$ cat config.mk
export PLATFORM = sky130hd
export DESIGN_NAME = mem_bus_arbiter
export DESIGN_NICKNAME = d
export VERILOG_FILES = /design/src/rtl/mem_bus_arbiter.sv
export SDC_FILE = /design/constraint.sdc
export NUM_CORES = 1
export LEC_CHECK = 0
export BUFFER_PORTS_ARGS = -buffer_cell sky130_fd_sc_hd__buf_2
export CAP_MARGIN = 20
export CORE_AREA = 4 4 108 110
export DETAILED_ROUTE_END_ITERATION = 10
export DIE_AREA = 0 0 112 114
export HOLD_SLACK_MARGIN = 0.08
export PLACE_DENSITY_LB_ADDON = 0.08
export SLEW_MARGIN = 20
export SYNTH_ARGS = -nofsm -noshare
export SYNTH_HDL_FRONTEND = slang
export SYNTH_SLANG_ARGS = --single-unit
$ cat constraint.sdc
create_clock -name clk -period 4.2 [get_ports clk]
set_input_delay 0.84 -clock clk [delete_from_list [all_inputs] [get_ports clk]]
set_output_delay 0.84 -clock clk [all_outputs]
set_load 0.02 [all_outputs]
$ cat src/rtl/mem_bus_arbiter.sv
// mem_bus_arbiter: N-channel arbiter between CPU-side SRAM-like request ports and
// one shared SRAM-like bus with an addr_ok/data_ok handshake. Only one transaction
// is in flight at a time.
//
// Build option: define ARB_TIMEOUT_EN to add a data-phase watchdog. When it fires,
// the transaction completes with ch_err=1 and a DEADBEEF read value. Without the
// macro, the DATA phase waits indefinitely and ch_err is tied low.
module mem_bus_arbiter #(
    parameter int N_CH     = 2,
    parameter int ADDR_W   = 32,
    parameter int DATA_W   = 32,
    parameter int ARB_MODE = 0,
    parameter int TIMEOUT  = 255
) (
    input  logic                     clk,
    input  logic                     resetn,
    input  logic [N_CH-1:0]          ch_req,
    input  logic [N_CH-1:0]          ch_wr,
    input  logic [N_CH*DATA_W/8-1:0] ch_wstrb,
    input  logic [N_CH*ADDR_W-1:0]   ch_addr,
    input  logic [N_CH*DATA_W-1:0]   ch_wdata,
    output logic [N_CH-1:0]          ch_addr_ok,
    output logic [N_CH-1:0]          ch_data_ok,
    output logic                     ch_err,
    output logic [DATA_W-1:0]        ch_rdata,
    output logic                     bus_req,
    output logic                     bus_wr,
    output logic [DATA_W/8-1:0]      bus_wstrb,
    output logic [ADDR_W-1:0]        bus_addr,
    output logic [DATA_W-1:0]        bus_wdata,
    input  logic                     bus_addr_ok,
    input  logic                     bus_data_ok,
    input  logic [DATA_W-1:0]        bus_rdata
);

    localparam int SW = DATA_W / 8;
    localparam int GW = (N_CH > 1) ? $clog2(N_CH) : 1;
    localparam logic [DATA_W-1:0] TIMEOUT_DATA = DATA_W'(32'hDEAD_BEEF);

    if ((DATA_W % 8) != 0 || TIMEOUT < 1 || TIMEOUT > 65535) begin : g_param_check
        $error("mem_bus_arbiter: DATA_W must be a multiple of 8 and TIMEOUT in 1..65535");
    end

    typedef enum logic [1:0] {IDLE, ADDR, DATA} state_t;

    state_t          state;
    state_t          state_nx;
    logic [GW-1:0]   grant;
    logic [GW-1:0]   ptr;
    logic [GW-1:0]   sel;
    logic            sel_valid;
    logic            wr_q;
    logic [SW-1:0]   wstrb_q;
    logic [ADDR_W-1:0] addr_q;
    logic [DATA_W-1:0] wdata_q;
    logic            timeout_hit;
    logic            done;

    // Pick the winning channel: lowest index in fixed mode, first requester at/after ptr in RR mode
    always_comb begin
        int idx;
        idx       = 0;
        sel       = '0;
        sel_valid = 1'b0;
        for (int k = 0; k < N_CH; k++) begin
            if (ARB_MODE == 1) begin
                idx = int'(ptr) + k;
                if (idx >= N_CH) idx = idx - N_CH;
            end else begin
                idx = k;
            end
            if (!sel_valid && ch_req[idx]) begin
                sel       = GW'(idx);
                sel_valid = 1'b1;
            end
        end
    end

`ifdef ARB_TIMEOUT_EN
    localparam logic [15:0] TIMEOUT_LAST = 16'(TIMEOUT - 1);
    logic [15:0] tcnt;

    // Data-phase cycle counter; held at zero through ADDR so it starts fresh on DATA entry
    always_ff @(posedge clk or negedge resetn) begin
        if (!resetn) begin
            tcnt <= '0;
        end else if (state == ADDR) begin
            tcnt <= '0;
        end else if (state == DATA) begin
            tcnt <= tcnt + 16'd1;
        end
    end

    assign timeout_hit = (state == DATA) && (tcnt == TIMEOUT_LAST);
`else
    assign timeout_hit = 1'b0;
`endif

    assign done = (state == DATA) && (bus_data_ok || timeout_hit);

    // State register
    always_ff @(posedge clk or negedge resetn) begin
        if (!resetn) begin
            state <= IDLE;
        end else begin
            state <= state_nx;
        end
    end

    // Next state plus the one-cycle handshake responses back to the channels
    always_comb begin
        state_nx   = state;
        ch_addr_ok = '0;
        ch_data_ok = '0;
        ch_err     = 1'b0;
        ch_rdata   = '0;
        case (state)
            IDLE: begin
                if (sel_valid) state_nx = ADDR;
            end
            ADDR: begin
                if (bus_addr_ok) begin
                    ch_addr_ok[grant] = 1'b1;
                    state_nx          = DATA;
                end
            end
            DATA: begin
                if (bus_data_ok) begin
                    ch_data_ok[grant] = 1'b1;
                    ch_rdata          = bus_rdata;
                    state_nx          = IDLE;
                end else if (timeout_hit) begin
                    ch_data_ok[grant] = 1'b1;
                    ch_err            = 1'b1;
                    ch_rdata          = TIMEOUT_DATA;
                    state_nx          = IDLE;
                end
            end
            default: state_nx = IDLE;
        endcase
    end

    // Latch the granted channel's command on acceptance and advance the RR pointer on completion
    always_ff @(posedge clk or negedge resetn) begin
        if (!resetn) begin
            grant   <= '0;
            ptr     <= '0;
            wr_q    <= 1'b0;
            wstrb_q <= '0;
            addr_q  <= '0;
            wdata_q <= '0;
        end else begin
            if (state == IDLE && sel_valid) begin
                grant   <= sel;
                wr_q    <= ch_wr[sel];
                wstrb_q <= ch_wstrb[int'(sel)*SW +: SW];
                addr_q  <= ch_addr[int'(sel)*ADDR_W +: ADDR_W];
                wdata_q <= ch_wdata[int'(sel)*DATA_W +: DATA_W];
            end
            if (done && ARB_MODE == 1) begin
                ptr <= (grant == GW'(N_CH - 1)) ? '0 : grant + GW'(1);
            end
        end
    end

    assign bus_req   = (state == ADDR);
    assign bus_wr    = wr_q;
    assign bus_wstrb = wstrb_q;
    assign bus_addr  = addr_q;
    assign bus_wdata = wdata_q;

endmodule

==> results.sh <==
export IMPL_hold_class="reg -> reg"
export IMPL_htreeDepth=3
export IMPL_row_count=38
export IMPL_clkLatencyLatePin_ns=0.33
export IMPL_wl_per_cell_um=15.2
export IMPL_vdd_ir_drop_max_uv=312
export IMPL_grt_overflow=0
export IMPL_synth_main_ff_cell="dfrtp_1"
export IMPL_clk_pin_slew_ns=0.06
export IMPL_max_slew_margin_rel=0.300
export IMPL_cts_sinks=72
export IMPL_grt_pass1_vias=3207
export IMPL_area_delta_synth_final_pct=43.8
export IMPL_dp_hpwl_mm=8.11
export IMPL_critPathKind="in -> out"
export IMPL_worst_ep_arrival_time_ns=1.68
export IMPL_grt_pass1_wl_mm=16.2
export IMPL_synth_edff_count=0
export IMPL_synthesis_area_mm2=0.00384
export IMPL_synthesis_nets=456
export IMPL_leakage_nw=2.87
export IMPL_routed_via_density=4.51
export IMPL_antenna_cells=0
export IMPL_required_ns=3.36
export IMPL_postRouteAntennaNets=0
export IMPL_synth_top_area_share=0.469
export IMPL_maxCapViolations=0
export IMPL_wl_mm=10.6
export IMPL_critPathMaxStageDelay_ns=0.25
export IMPL_pin_count=283
export IMPL_layout_setup_ws_ns=1.68
export IMPL_die_area_mm2=0.0128
export IMPL_nets=730
export IMPL_fin_worst_skew_ns=0.0116
export IMPL_cp_max_fo=33
export IMPL_ys_async_sr_fraction=1.00
export IMPL_crit_buf_inv=4
export IMPL_cts_made_buffers=9
export IMPL_cts_buffer_depth=2
export IMPL_fin_crit_ns=2.52
export IMPL_start_kind="primary input"
export IMPL_fp_dieW_um=112
export IMPL_status="complete, no violations"
export IMPL_slew_viol_final=0
export IMPL_io_buffers=281
export IMPL_cts_setup_buffers=0
export IMPL_synth_warnings=0
export IMPL_netlist_instances=280
export IMPL_yosysUniqueCellTypes=20
export IMPL_start_util=0.359
export IMPL_die_y_um=114
export IMPL_power_mw=3.59
export IMPL_seq_area_frac_synth=0.469
export IMPL_core_area_mm2=0.0107
export IMPL_holdWs_ns=0.502
export IMPL_cts_resized=0
export IMPL_path_cells="buf_2 -> inv_1 -> nor2_1 -> buf_4 -> and2_1 -> buf_2"
export IMPL_avgSynthCellArea_um2=13.7
export IMPL_finalHoldViolCount=0
export IMPL_via_count=3148
export IMPL_p_per_area_mw_per_mm2=651
export IMPL_yosys_top_cells_area="dfrtp_1 (47%), mux2_2 (35%), mux2_4 (7.8%)"
export IMPL_drive_gt1_frac=0.785
export IMPL_worst_pin_slew_ns=1.05
export IMPL_rsz0062_at_grt="false"
export IMPL_place_ws_ns=1.53
export IMPL_critPathMostFrequentCell="buf_2"
export IMPL_dp_cells=683
export IMPL_tns_ns=0
export IMPL_worst_path_dominant_cell_family="buffers and inverters"
export IMPL_synth_seq_cells=72
export IMPL_grt_max_degree=73
export IMPL_fmax_mhz=396
export IMPL_layout_cells_non_filler=698
export IMPL_end_kind="primary output"
export IMPL_antenna_found_initial=0
export IMPL_grt_total_usage=0.158
export IMPL_gp_congestion=0.757
export IMPL_drtPass1Iterations=4
export IMPL_min_period_over_period=0.601
export IMPL_drc=0
export IMPL_cts_tree="yes"
export IMPL_cts_root_buf="clkbuf_8"
export IMPL_postCtsHoldBufs=0
export IMPL_drt_iter0_drc=81
export IMPL_setup_violations=0
export IMPL_crit_slowest_cell="buf_4"
export IMPL_synth_largest_area_cell="dfrtp_1"
-- metal layers --
| layer | global-route usage | vias up | part of all wire |
|---|---|---|---|
| met3 | 0.0509 | 10 | 0.088 |
| li1 | - | 1525 | - |
| met2 | 0.277 | 138 | 0.50 |
| met1 | 0.186 | 1475 | 0.40 |
| met5 | 0 | - | 0 |
| met4 | 0.0433 | 0 | 0.0096 |
-- layout by cell type, fill, tap and decap left out, types with 2 or more instances in the layout --
master and count:
buf_2 280, mux2_2 118, dfrtp_1 72, and2_1 33, mux2_4 20, clkbuf_8 9
nor2_1 3, clkinv_2 3, buf_4 3, inv_1 2, a21oi_1 2
-- cell families (layout without fill, tap and decap cells) --
kind of cell    Yosys count  count (layout)  synth area share
simple gates             42              42            0.0655
compound gates            5               5           0.00782
buf+inv                  22             300            0.0326
flops                    72              72             0.469
mux                     138             138             0.424
other cells               1               1          0.000976
-- final cells by class --
cell class                      instances  area (µm²)
Sequential cell                        72        1800
Inverter                                2        7.51
Clock inverter                          6        61.3
Multi-Input combinational cell        186        1930
Fill cell                             995        5170
Clock buffer                            9         124
Tap cell                              140         175
Timing Repair Buffer                  283        1420
-- synthesized netlist by cell type (2+ instances only) --
cell type  count
nor2b_1        2
inv_1          2
a21oi_1        2
and2_1        33
clkbuf_1       3
nor2_1         3
mux2_4        20
buf_6          3
dfrtp_1       72
mux2_2       118
buf_2         13
-- where the power goes --
part / internal (mW) / switching, mW / total, mW
Sequential: 1.05 / 0.171 / 1.22
Clock: 0.269 / 0.259 / 0.528
Combinational: 0.840 / 1.00 / 1.84
Total: 2.16 / 1.43 / 3.59
-- worst register-to-register path: stages (launching register included) --
cell,delay [ns]
dfrtp_1,0.40
nor2_1,0.24
o21a_4,0.84
mux2_2,0.51
-- per-stage QoR --
stage | utilization | area (µm²)
floorplan | - | 3840
global placement | 0.499 | 5340
detailed placement | 0.499 | 5340
CTS | 0.516 | 5520
global route | 0.516 | 5520
finish | 0.516 | 5520
-- flip-flops by register name (all words and copies together), names as in the netlist --
register   cells
bus_addr      32
bus_wdata     32
bus_wr         1
bus_wstrb      4
grant          1
state          2
-- path summary, 6_finish.rpt --
path,from,slack (ns),to,cells after the start
worst max-delay path,bus_data_ok,1.68,ch_rdata[27],6
worst min-delay path,bus_addr[24],0.50,bus_addr[24],1
worst max register to register,state[1],2.09,bus_wdata[4],3
worst min register to register,bus_addr[24],0.50,bus_addr[24],1
max in group asynchronous,resetn,2.97,bus_addr[24],1
min in group asynchronous,resetn,0.63,bus_wdata[6],1
(Power assumes the default switching activity.)
